==> src/rtl/tmr_err_monitor.sv <==
// rtl/tmr_err_monitor.sv - reduces TMR voter error vectors to per-replica fault counts, sticky flags and a health FSM
module tmr_err_monitor #(
    parameter int TNBEO     = 5,
    parameter int CNT_W     = 16,
    parameter int PERM_N    = 4,
    parameter int QUIET_CYC = 64
) (
    input  logic             clk,
    input  logic             rst,
    input  logic [TNBEO-1:0] err_detected_1_i,
    input  logic [TNBEO-1:0] err_detected_2_i,
    input  logic [TNBEO-1:0] err_detected_3_i,
    input  logic [TNBEO-1:0] err_corrected_i,
    input  logic [TNBEO-1:0] err_detected_i,
    input  logic             clear_i,
    output logic [CNT_W-1:0] fault_cnt_1_o,
    output logic [CNT_W-1:0] fault_cnt_2_o,
    output logic [CNT_W-1:0] fault_cnt_3_o,
    output logic [2:0]       perm_fault_o,
    output logic             uncorrectable_o,
    output logic [1:0]       state_o,
    output logic             irq_o
);

    localparam int RUN_W = $clog2(PERM_N + 1);
    localparam int QW    = $clog2(QUIET_CYC + 1);

    typedef enum logic [1:0] {
        ST_OK       = 2'b00,
        ST_DEGRADED = 2'b01,
        ST_ISOLATED = 2'b10,
        ST_FAILED   = 2'b11
    } state_t;

    logic [2:0]       w_ed;
    logic             w_corr;
    logic             w_unc;
    logic             w_any;
    logic [2:0]       w_perm_hit;
    logic [2:0]       w_perm_new;
    logic             w_quiet_done;
    logic [QW-1:0]    w_quiet_next;
    state_t           w_state_next;

    logic [CNT_W-1:0] r_fault_cnt [3];
    logic [RUN_W-1:0] r_run [3];
    logic [2:0]       r_perm_fault;
    logic             r_unc;
    logic [QW-1:0]    r_quiet;
    state_t           r_state;
    logic             r_irq;

    assign w_ed[0] = |err_detected_1_i;
    assign w_ed[1] = |err_detected_2_i;
    assign w_ed[2] = |err_detected_3_i;
    assign w_corr  = |err_corrected_i;
    assign w_unc   = |(err_detected_i & ~err_corrected_i);
    assign w_any   = (|w_ed) | w_corr | w_unc;

    // A hit fires only on the cycle the run reaches PERM_N; the run then parks there.
    always_comb begin
        w_perm_hit = 3'b000;
        for (int k = 0; k < 3; k++) begin
            w_perm_hit[k] = w_ed[k] && (r_run[k] == RUN_W'(PERM_N - 1));
        end
        w_perm_new = w_perm_hit & ~r_perm_fault;
    end

    assign w_quiet_done = (r_state == ST_DEGRADED) && !w_any &&
                          (r_quiet == QW'(QUIET_CYC - 1));

    always_comb begin
        w_quiet_next = '0;
        if (!clear_i && (r_state == ST_DEGRADED) && !w_any && !w_quiet_done) begin
            w_quiet_next = r_quiet + QW'(1);
        end
    end

    always_comb begin
        w_state_next = r_state;
        if (clear_i) begin
            w_state_next = ST_OK;
        end else if (w_unc) begin
            w_state_next = ST_FAILED;
        end else if (r_state == ST_FAILED) begin
            w_state_next = ST_FAILED;
        end else if ((|w_perm_new) || (r_state == ST_ISOLATED)) begin
            w_state_next = ST_ISOLATED;
        end else if ((r_state == ST_OK) && w_any) begin
            w_state_next = ST_DEGRADED;
        end else if (w_quiet_done) begin
            w_state_next = ST_OK;
        end
    end

    // irq is registered alongside the state so the pulse lines up with the new state_o.
    always_ff @(posedge clk or posedge rst) begin
        if (rst) begin
            r_state <= ST_OK;
            r_irq   <= 1'b0;
            r_quiet <= '0;
        end else begin
            r_state <= w_state_next;
            r_irq   <= (w_state_next != r_state);
            r_quiet <= w_quiet_next;
        end
    end

    always_ff @(posedge clk or posedge rst) begin
        if (rst) begin
            for (int k = 0; k < 3; k++) begin
                r_fault_cnt[k] <= '0;
                r_run[k]       <= '0;
            end
            r_perm_fault <= 3'b000;
            r_unc        <= 1'b0;
        end else if (clear_i) begin
            for (int k = 0; k < 3; k++) begin
                r_fault_cnt[k] <= '0;
                r_run[k]       <= '0;
            end
            r_perm_fault <= 3'b000;
            r_unc        <= 1'b0;
        end else begin
            for (int k = 0; k < 3; k++) begin
                if (w_ed[k]) begin
                    if (r_fault_cnt[k] != {CNT_W{1'b1}}) begin
                        r_fault_cnt[k] <= r_fault_cnt[k] + CNT_W'(1);
                    end
                    if (r_run[k] != RUN_W'(PERM_N)) begin
                        r_run[k] <= r_run[k] + RUN_W'(1);
                    end
                end else begin
                    r_run[k] <= '0;
                end
            end
            r_perm_fault <= r_perm_fault | w_perm_hit;
            r_unc        <= r_unc | w_unc;
        end
    end

    assign fault_cnt_1_o   = r_fault_cnt[0];
    assign fault_cnt_2_o   = r_fault_cnt[1];
    assign fault_cnt_3_o   = r_fault_cnt[2];
    assign perm_fault_o    = r_perm_fault;
    assign uncorrectable_o = r_unc;
    assign state_o         = r_state;
    assign irq_o           = r_irq;

endmodule

==> config.mk <==
export PLATFORM = sky130hd
export DESIGN_NAME = tmr_err_monitor
export DESIGN_NICKNAME = d
export VERILOG_FILES = /design/src/rtl/tmr_err_monitor.sv
export SDC_FILE = /design/constraint.sdc
export NUM_CORES = 1
export LEC_CHECK = 0
export CORE_MARGIN = 2
export CORE_UTILIZATION = 25
export CTS_CLUSTER_DIAMETER = 100
export DETAILED_ROUTE_END_ITERATION = 7
export PLACE_DENSITY_LB_ADDON = 0.2
export SYNTH_ARGS = -nofsm -noshare
export SYNTH_HDL_FRONTEND = slang
export SYNTH_SLANG_ARGS = --single-unit
==> constraint.sdc <==
create_clock -name clk -period 2 [get_ports clk]
set_input_delay 0.2 -clock clk [delete_from_list [all_inputs] [get_ports clk]]
set_output_delay 0.2 -clock clk [all_outputs]
set_load 0.1 [all_outputs]
After elaboration in Yosys (flattened, before gate mapping):

Index checks and enable logic that the tools add are counted.

* output and inout port bits: 55
* word-level logic and storage cells: 96
* flip-flop bits (word level): 71
* input bits: 28

* muxes and demuxes: 23
* eq/ne operators: 17
* reductions and logical operators: 30
* bitwise logic cells: 8
* $add $sub $neg: 7

Operators with widths (count)
* $mux W16: 6
* $add A16 B1 Y16 const B: 3
* $mux W48: 1
* $ne A16 B16 Y1 const B: 3
* $reduce_or A5 Y1: 5
* $mux W3: 7
* $reduce_or A15 Y1: 1
* $mux W2: 6
* $reduce_bool A2 Y1: 6
* $add A3 B1 Y3 const B: 3
* $eq A3 B2 Y1 const B: 3
* $logic_and A1 B1 Y1: 9
* $mux W9: 1
* $ne A3 B2 Y1 const B: 3
* $ne A3 B3 Y1 const B: 3
* $add A7 B1 Y7 const B: 1
* $eq A7 B6 Y1 const B: 1
* $mux W7: 1
* $reduce_and A2 Y1: 3
* $and A5 B5 Y5: 1
* $not A5 Y5: 1
* $eq A2 B2 Y1 const B: 2
* $and A3 B3 Y3: 1
* $logic_not A1 Y1: 3
* other kinds (9): 11

Depth between registers and ports, before layout:

* word-level depth: 14
* depth in mapped cells: 7
* gate-level depth less buffers: 7

Worst setup path before layout:

OpenSTA, ideal clock, no wires.

* path kind: reg-to-reg
* start: reg r_fault_cnt, in the netlist fault_cnt_2_o[0]
* end: reg r_fault_cnt, in the netlist fault_cnt_2_o[0]
* buffers on the path: 0
* arrival time: 2437 ps
* setup time: 132 ps
* period minus slack after synthesis: 2569 ps
* required time: 1868 ps
* stages on the path, launching flop included: 7
* setup slack: -569 ps
* path through: dfrtp_1 -> ha_1 -> nand4_1 -> nor4_1 -> nor2_1 -> xnor2_1 -> nor2_1

* longest elaborated chain between the ends: 4
* elaborated cells on any way between the ends: 7
* those cells by class: 1 x add/sub; 1 x eq/ne; 3 x mux; 2 x reduce/logical

RTL lines
* from (decl): line 45 `logic [CNT_W-1:0] r_fault_cnt [3];`
* from (signal, indexed assignment): line 128 `r_fault_cnt[k] <= r_fault_cnt[k] + CNT_W'(1);`
* $add A16 B1 Y16: line 128
* $mux W16: line 127 `if (r_fault_cnt[k] != {CNT_W{1'b1}}) begin`
* $mux W16: line 126 `if (w_ed[k]) begin`
* $mux W48: line 117 `end else if (clear_i) begin`

Parallel ways exist; a longest one is shown, timed or not. The select of a mux whose other input is x is not followed.
A chain may end at the register's enable or synchronous reset.

Worst setup path after layout:

* start: in err_detected_2_i[3]
* end: reg r_irq, in the netlist irq_o

* longest elaborated chain between the ends: 13
* elaborated cells on any way between the ends: 19
* those cells by class: 1 x eq/ne; 6 x mux; 3 x bitwise; 9 x reduce/logical

RTL lines
* from (decl): line 11 `input logic [TNBEO-1:0] err_detected_2_i,`
* $reduce_or A15 Y1: line 58 `assign w_any = (|w_ed) | w_corr | w_unc;`
* $or A1 B1 Y1 (2 in series): line 58
* $logic_not A1 Y1: line 69 `assign w_quiet_done = (r_state == ST_DEGRADED) && !w_any &&`
* $logic_and A1 B1 Y1 (2 in series): line 69
* $mux W2: line 91 `end else if (w_quiet_done) begin`
* $mux W2: line 89 `end else if ((r_state == ST_OK) && w_any) begin`
* $mux W2 *: line 87 `end else if ((|w_perm_new) || (r_state == ST_ISOLATED)) begin`
* $mux W2 *: line 85 `end else if (r_state == ST_FAILED) begin`
* $mux W2 *: line 83 `end else if (w_unc) begin`
* $mux W2 *: line 81 `if (clear_i) begin`
* $ne A2 B2 Y1 *: line 104 `r_irq <= (w_state_next != r_state);`
* to (signal assigned): line 104
* to (decl): line 51 `logic r_irq;`

Mark *: on every way between the ends. The rest lies on a longest branch, timed or not.

==> impl_metrics.ini <==
[outcome]
status = finished, final reports clean

[layout]
fill_cells = 1502
layout-drive-gt1-share = 0.331
area_growth_pct = 40.4
fin_cells = 708
num_antenna_cells = 0
layout.nets = 556

[setup_path]
r2r-end = fault_cnt_3_o[15]
worst-path-buf-inv = 2
r2r_slack_ns = 0.10
r2r-start = fault_cnt_3_o[0]
crit_fanout = 3
path_depth = 7
crit_path_start_kind = input port
slowest_stage = or4_4
path_delay_family = simple AND/OR/NAND/NOR gates
crit_type = in -> reg
arrival_ns = 2.17
path_cells = clkdlybuf4s50_1 -> or4_4 -> buf_12 -> nor2_8 -> nand4_4 -> a2111o_1 -> a32o_1
max_stage_delay_ns = 0.58
end_kind = flop
cp.required_ns = 2.21
r2r_cells = 7

[sta]
fmax_mhz = 510
rsz0062_at_grt = false
fin_crit_sh = 0.980
fin_skew_ns = 0.00726
hold_viol_final = 0
min_period_ns = 1.96
slew_headroom = 0.711
worstMarginPinSlew_ns = 0.432
slew_viol_final = 0
setup_slack_ns = 0.0400
fin_setup_tns_ns = 0
whs_ns = 0.240
finalSetupViolCount = 0

[placement]
dp_cells = 692
dp_hpwl_um = 6870
portBuffers = 82
gp_congestion = 0.776
dp_worst_setup_slack_ns = -0.306

[power_and_ir_drop]
leakage_nw = 2.23
p_sw_mw = 1.25
power-per-cell-area_nw_per_um2 = 754
p_clk_frac = 0.384
pwr-share-seq = 0.402
internal_power_mw = 2.82
switching_share = 0.308
ir_worst_vdd_mv = 0.350
power_mw = 4.07
p_comb_frac = 0.214

[floorplan]
core_um2 = 15100
io_pins = 83
row_count = 45
dieWidth_um = 128
die_h_um = 128
start_util = 0.255
die-area_um2 = 16400

[clock_network]
cts-root-buf = clkbuf_16
clock_sinks = 71
tritoncts = built
ctsHoldBuffers = 0
h-tree-depth = 3
cts_resized = 0
path_clk_slew_ns = 0.06
post-cts-setup-buffer-count = 0
cts_made_buffers = 9
cts_buffer_depth = 2
insertion_delay_ns = 0.33

[synthesis]
synth_edf_count = 0
yosysMostFrequentCell = dfrtp_1
synth_area_leaders = dfrtp_1, xnor2_1, nor2_1, ha_1, nand3_1
netlist.area_leader.share = 0.462
synth_nets = 443
ys_types = 52
ys_top_cells_by_count = dfrtp_1, nor2_1, xnor2_1, inv_1, nand2_1
synthArstFlopShare = 1.00
synth_top_area_cell = dfrtp_1
seq_area_frac_synth = 0.462
yosysWarnings = 0
syn_area_per_cell_um2 = 9.56
synthCells = 402
ys_ff_latch = 71
synth_top_flop_cell = dfrtp_1
syn_area_um2 = 3840

[min_path]
hold_start = clear_i
hold_class = in -> reg
worstHoldEndpoint = uncorrectable_o
worstHoldPathCells = 2

[flow_run]
max_cap_violations = 0

[drt]
routedWlPerCell_um = 13.7
drt_pass1_iterations = 4
dr.first_iter.drc_count = 138
drc = 0
viasPerCell = 4.66
vias = 3300
routed_wl_um = 9730
route.antenna.remaining_nets = 0

[grt]
antenna_found_initial = 0
grt.overflow.total = 0
globalRouteTotalUtil = 0.124
grt_pass1_vias = 3310
grt_pass1_wl_um = 16300
grt_max_degree = 72
## cells by family (layout without fill, tap and decap cells)
family,after synthesis,count (layout),synth area share
mux,7,7,0.0185
simple gates,180,180,0.256
flops,71,71,0.462
buf+inv,34,152,0.0332
compound gates,59,59,0.102
xor+xnor,38,38,0.0866
fa+ha+maj,13,13,0.0423
## sequential cells by signal (all words and copies together) (netlist names)
| signal | cells |
|---|---|
| state_o | 2 |
| irq_o | 1 |
| r_run | 9 |
| fault_cnt_1_o | 16 |
| perm_fault_o | 3 |
| fault_cnt_2_o | 16 |
| r_quiet | 7 |
| uncorrectable_o | 1 |
| fault_cnt_3_o | 16 |
## metrics by stage
step | utilization | cell area, um2
2_1_floorplan | - | 3970
3_3_place_gp | 0.338 | 5100
3_5_place_dp | 0.338 | 5100
4_1_cts | 0.358 | 5400
5_1_grt | 0.358 | 5400
6_report | 0.358 | 5400
## layer usage
layer / part of all wire / track usage / vias to the layer above
met5: 0 / 0 / -
met4: 0.019 / 0.0537 / 0
met3: 0.031 / 0.0196 / 12
met2: 0.46 / 0.201 / 63
met1: 0.48 / 0.165 / 1581
li1: - / - / 1644
## power groups by stage
stage                     clock [mW]  combinational, mW  sequential, mW
after floorplan                    0              0.336            1.93
after CTS                       1.62              0.881            1.64
final                           1.56              0.870            1.64
after global placement             0              0.855            1.66
after global routing            1.68              0.956            1.65
after detailed placement           0              0.873            1.66
## layout make-up
class,instances,area (um2),area share
multi-input cells,297,1960,0.364
flip-flops and latches,71,1870,0.347
repair buffers,111,933,0.173
clock buffers,13,280,0.0519
well taps,188,235,0.0436
inverters,25,97.6,0.0181
clock inverters,3,15.0,0.00278
## cells in the final DEF, fill, tap and decap left out, types with 7 or more instances in the layout
cell             netlist  routed
a21oi_1               19      19
nor4_1                 9       8
or3_1                  7       7
nand3_1               20      19
dfrtp_2                0      33
dfrtp_1               71      23
clkbuf_16              0       9
clkdlybuf4s50_1        0      26
dfrtp_4                0      15
nand2_1               22      22
xnor2_1               35      35
nor2_1                57      57
nor3_1                17      17
ha_1                  13      12
buf_4                  0      81
o21ai_0                8       7
inv_1                 25      24
and3_1                 7       7
## worst max path at each step
stage / start / end / slack [ns]
2_1_floorplan: fault_cnt_1_o[4] / fault_cnt_1_o[11] / -0.01
3_3_place_gp: err_detected_2_i[3] / irq_o / -0.28
3_5_place_dp: err_detected_2_i[3] / irq_o / -0.31
4_1_cts: err_detected_2_i[3] / irq_o / 0.04
5_1_grt: err_detected_2_i[3] / irq_o / 0.0008
6_report: err_detected_2_i[3] / irq_o / 0.04
(Power assumes the default switching activity.)
